==> src/rtl/tdm_demux2.sv <==
// Receive side of the 2:1 TDM link: locks to sof framing, steers slot 0/1 beats
// to held output registers, pulses on updates and drops lock after repeated framing errors.
module tdm_demux2 #(
  parameter int unsigned DW      = 8,
  parameter int unsigned MAX_ERR = 3
) (
  input  logic          clk,
  input  logic          rst_n,
  input  logic [DW-1:0] din,
  input  logic          din_valid,
  input  logic          sof,
  output logic [DW-1:0] y0,
  output logic [DW-1:0] y1,
  output logic          y0_valid,
  output logic          y1_valid,
  output logic          pair_valid,
  output logic          locked,
  output logic          sync_err,
  output logic [3:0]    err_cnt
);

  localparam int unsigned EW = 4;
  localparam logic [EW-1:0] ERR_SAT = '1;
  localparam logic [EW-1:0] ERR_LIM = EW'(MAX_ERR);

  typedef enum logic [1:0] {
    HUNT = 2'd0,
    EXP1 = 2'd1,
    EXP0 = 2'd2
  } state_e;

  state_e        state_q, state_d;
  logic [DW-1:0] y0_q, y0_d;
  logic [DW-1:0] y1_q, y1_d;
  logic          y0_valid_q, y0_valid_d;
  logic          y1_valid_q, y1_valid_d;
  logic          pair_valid_q, pair_valid_d;
  logic          locked_q, locked_d;
  logic          sync_err_q, sync_err_d;
  logic [EW-1:0] err_cnt_q, err_cnt_d;
  logic [EW-1:0] err_inc;
  logic          lose_lock;

  // Saturating error increment and the lock-loss threshold it would hit
  always_comb begin
    err_inc   = (err_cnt_q == ERR_SAT) ? ERR_SAT : EW'(err_cnt_q + EW'(1));
    lose_lock = (err_inc == ERR_LIM);
  end

  // Next-state and output decode; an idle cycle holds everything and clears pulses
  always_comb begin
    state_d      = state_q;
    y0_d         = y0_q;
    y1_d         = y1_q;
    y0_valid_d   = 1'b0;
    y1_valid_d   = 1'b0;
    pair_valid_d = 1'b0;
    locked_d     = locked_q;
    sync_err_d   = 1'b0;
    err_cnt_d    = err_cnt_q;

    if (din_valid) begin
      unique case (state_q)
        HUNT: begin
          if (sof) begin
            y0_d       = din;
            y0_valid_d = 1'b1;
            locked_d   = 1'b1;
            err_cnt_d  = '0;
            state_d    = EXP1;
          end
        end
        EXP1: begin
          if (!sof) begin
            y1_d         = din;
            y1_valid_d   = 1'b1;
            pair_valid_d = 1'b1;
            err_cnt_d    = '0;
            state_d      = EXP0;
          end else begin
            sync_err_d = 1'b1;
            if (lose_lock) begin
              locked_d  = 1'b0;
              err_cnt_d = '0;
              state_d   = HUNT;
            end else begin
              // Missing slot 1: resynchronise on this sof beat as a fresh slot 0
              err_cnt_d  = err_inc;
              y0_d       = din;
              y0_valid_d = 1'b1;
            end
          end
        end
        EXP0: begin
          if (sof) begin
            y0_d       = din;
            y0_valid_d = 1'b1;
            state_d    = EXP1;
          end else begin
            sync_err_d = 1'b1;
            if (lose_lock) begin
              locked_d  = 1'b0;
              err_cnt_d = '0;
              state_d   = HUNT;
            end else begin
              err_cnt_d = err_inc;
            end
          end
        end
        default: begin
          locked_d  = 1'b0;
          err_cnt_d = '0;
          state_d   = HUNT;
        end
      endcase
    end
  end

  always_ff @(posedge clk) begin
    if (!rst_n) begin
      state_q      <= HUNT;
      y0_q         <= '0;
      y1_q         <= '0;
      y0_valid_q   <= 1'b0;
      y1_valid_q   <= 1'b0;
      pair_valid_q <= 1'b0;
      locked_q     <= 1'b0;
      sync_err_q   <= 1'b0;
      err_cnt_q    <= '0;
    end else begin
      state_q      <= state_d;
      y0_q         <= y0_d;
      y1_q         <= y1_d;
      y0_valid_q   <= y0_valid_d;
      y1_valid_q   <= y1_valid_d;
      pair_valid_q <= pair_valid_d;
      locked_q     <= locked_d;
      sync_err_q   <= sync_err_d;
      err_cnt_q    <= err_cnt_d;
    end
  end

  assign y0         = y0_q;
  assign y1         = y1_q;
  assign y0_valid   = y0_valid_q;
  assign y1_valid   = y1_valid_q;
  assign pair_valid = pair_valid_q;
  assign locked     = locked_q;
  assign sync_err   = sync_err_q;
  assign err_cnt    = err_cnt_q;

endmodule
==> config.mk <==
export PLATFORM = sky130hd
export DESIGN_NAME = tdm_demux2
export DESIGN_NICKNAME = d
export VERILOG_FILES = /design/src/rtl/tdm_demux2.sv
export SDC_FILE = /design/constraint.sdc
export NUM_CORES = 1
export LEC_CHECK = 0
export ABC_CLOCK_PERIOD_IN_PS = 1930
export BUFFER_PORTS_ARGS = -buffer_cell sky130_fd_sc_hd__buf_2
export CORE_UTILIZATION = 50
export DETAILED_ROUTE_END_ITERATION = 8
export GPL_ROUTABILITY_DRIVEN = 0
export PLACE_DENSITY = 0.78
export SYNTH_ARGS = -nofsm -noshare
export SYNTH_HDL_FRONTEND = slang
export SYNTH_SLANG_ARGS = --single-unit
==> constraint.sdc <==
create_clock -name clk -period 1.93 [get_ports clk]
set_input_delay 0.2895 -clock clk [delete_from_list [all_inputs] [get_ports clk]]
set_output_delay 0.2895 -clock clk [all_outputs]
set_load 0.1 [all_outputs]
==> metrics <==
Hold Crit Class in2reg; number of synthesized flops with an enable pin 0; critical hold path startpoint din[0]; Total Wirelength 2.615 mm; Crit Path Class reg2reg; number of antenna violations at the first check in global routing 0; startpoint type of the worst setup path flip-flop; dominant combinational cell family by area after synthesis simple AND/OR/NAND/NOR gates; total leakage power 0.7509 nW; commonest register cell after synthesis dfxtp_1; clock transition at the registers of the reported paths 0.14 ns; number of nets in the finished design 192; final setup violation count 0; number of synthesized register bits 26; number of hold violations in the final report 0; async set-or-reset flop fraction in the synthesized netlist 0%; worst flop-to-flop path endpoint err_cnt[2]; final worst path period share 90.62%; maximum number of buffers from clock root to sink 2; clock latency at the later pin of the worst-skew pair 0.32 ns; share of cell area taken by muxes after synthesis 13.44%; status complete, no violations; worst relative slew slack 67.62%; Area growth syn-to-layout 19.76%; unrepaired setup endpoints after global routing false; Register-to-Register Setup Slack 0.18 ns; data required time of the worst path 2.18 ns; fraction of layout cells with a size suffix above 1 29.48%; Antenna Violating Nets Remaining 0; R2R depth 6; number of standard cells after synthesis 138; Ports 37; final total power 1.178 mW; # clock sinks 26; transition time of the tightest slew-check pin 0.4890 ns; wire length of the first global-routing pass 4.153 mm; basic-gate share of the synthesized area counting and, or, nand and nor cells 21.34%; Die Wd 52.33 um; post-synthesis adder-cell area fraction 5.929%; clock tree from TritonCTS yes; min cycle time layout 1.749 ns; vias per cell 5.413; cts bufs inserted 3; initial core utilization 55.12%; worst slack, placed 0.1576 ns; YS warnings 0; P_sw 358.8 uW; worst stage delay on the critical path 0.44 ns; Setup Fix Bufs, Post-CTS 0; dpl hpwl 1.931 mm; combinational share of power 20.7%; die boundary height 52.33 um; DRT iter0 DRCs 11; fin. max-slew vios 0; distinct cell type count of the synthesized netlist 32; fin worst setup slack 0.1810 ns; clock root buffer clkbuf_4; Setup TNS 0 ns; ant diodes 0; switching share of power 30.46%; area of the die 2738 um2; number of remaining DRC errors 0; post-synthesis xor/xnor area fraction 0.6917%; Overflow after GRT 0; vias in the first global route 984; synthesized-area fraction occupied by ao, oa, aoi and oai cells 12.75%; cell-internal power 819.0 uW; Post-Syn Area 1266 um2; Placement Rows 17; capture endpoint of the worst hold path y1[0]; power density over cell area 776.7 nW/um2; sequential power share 48.0%; share of power burned in the clock network 31.3%; Max Freq 571.8 MHz; worst path arrival time 2.00 ns; worst-path cell with the longest stage delay dfxtp_1; overall routing resource usage 20.75%; final-layout worst hold slack 0.2052 ns; sequential fraction of the synthesis area 41.11%; net count after synthesis 156; maxcap violations 0; origin of the critical flop-to-flop path state_q[1]; overall via count from detail_route 1088; VDD IR-drop max 674.1 uV; largest fanout on the critical path 6; number of H-tree levels 1; number of port buffers 36; pin count of the biggest net entering global routing 21; worst setup skew after layout 0.003330 ns; Initial DRT Pass Iterations 4; post-synthesis average cell area 9.175 um2; wire per inst 13.01 um; category of the worst setup path capture point flip-flop; critical-path cell list inv_1 -> ha_1 -> or3b_4 -> a21oi_4 -> a21oi_1 -> nor3_1; floorplan core area 2297 um2; worst hold path stage count 3
## placed cells by master, fill, tap and decap left out, types with 2 or more instances in the layout
cell	count
a21oi_1	10
a32oi_1	2
buf_2	36
buf_4	3
clkbuf_4	3
dfxtp_1	22
dfxtp_2	4
ha_1	6
inv_1	4
mux2i_1	17
nand2_1	24
nand2b_1	2
nand3_1	2
nand3b_1	4
nor2_1	13
nor2b_1	2
nor3_1	2
o2111ai_1	2
## kinds of logic after synthesis
group	after synthesis
and+or+nand+nor	55
DFF	26
AOI/OAI and AO/OA	21
muxes	17
buffers and inverters	12
adders and majority gates	6
xor gates and xnor gates	1
## through the flow
step / util, % / area [um2] / cells
2_1_floorplan: - / 1270 / 138
3_3_place_gp: 63.67 / 1463 / 197
3_5_place_dp: 63.67 / 1463 / 197
4_1_cts: 65.96 / 1515 / 201
5_1_grt: 66.01 / 1516 / 201
6_report: 66.01 / 1516 / 201
## timing repair
item	4_1_cts	5_1_grt
endpoints found under the setup margin	0	1
hold buffers	0	0
resized for setup	0	1
## routing by layer
metal | vias up | share of wire (%) | track usage [%]
met5 | - | 0 | 0
met4 | 0 | 0.65 | 5.263
met3 | 2 | 4.9 | 6.087
met2 | 32 | 53 | 39.87
met1 | 506 | 42 | 21.45
li1 | 548 | - | -
## flip-flops by register name, summed over array words and instances (netlist names)
name and cells:
locked 1, err_cnt 4, pair_valid 1, y0 8
state_q 2, sync_err 1, y0_valid 1, y1 8
## worst max-delay path, delay by kind of cell, from the launching register on
| kind | cells | cell delay (ns) |
|---|---|---|
| and+or+nand+nor | 2 | 0.59 |
| DFF | 1 | 0.44 |
| AOI/OAI and AO/OA | 2 | 0.29 |
| adders and majority gates | 1 | 0.26 |
| buffers and inverters | 1 | 0.11 |
## power by group through the flow
stage	Combinational, mW	Sequential, mW	Clock, mW
floorplan	0.0790	0.697	0
global placement	0.240	0.576	0
detailed placement	0.244	0.577	0
CTS	0.245	0.566	0.379
global route	0.257	0.568	0.406
finish	0.243	0.566	0.369
## synth_stat cells, types with 2 or more instances
master	count	area, um2
dfxtp_1	26	520.5
nand2_1	24	90.09
mux2i_1	17	170.2
nor2_1	13	48.80
a21oi_1	10	50.05
ha_1	6	75.07
inv_1	4	15.01
nand3b_1	4	30.03
buf_2	3	15.01
clkbuf_1	3	11.26
a32oi_1	2	17.52
nand2b_1	2	12.51
nand3_1	2	10.01
nor2b_1	2	12.51
nor3_1	2	10.01
o2111ai_1	2	17.52
## layout make-up
class,count,area [um2]
fill,187,780.7
multi-input combinational,100,685.7
sequential,26,525.5
timing repair buffer,39,202.7
tap,28,35.03
clock inverter,1,30.03
clock buffer,3,22.52
inverter,4,15.01
## worst max-delay path by stage
stage	to	start	slack, ns	cells after the start
final	err_cnt[2]	state_q[1]	0.18	6
after global routing	y0[7]	state_q[1]	0.04	6
after floorplan	y0[0]	err_cnt[0]	0.08	4
after CTS	err_cnt[3]	state_q[0]	0.13	6
after detailed placement	err_cnt[3]	state_q[0]	0.16	6
after global placement	err_cnt[2]	state_q[0]	0.18	6
Note: power is estimated with default switching activity, not from simulation.
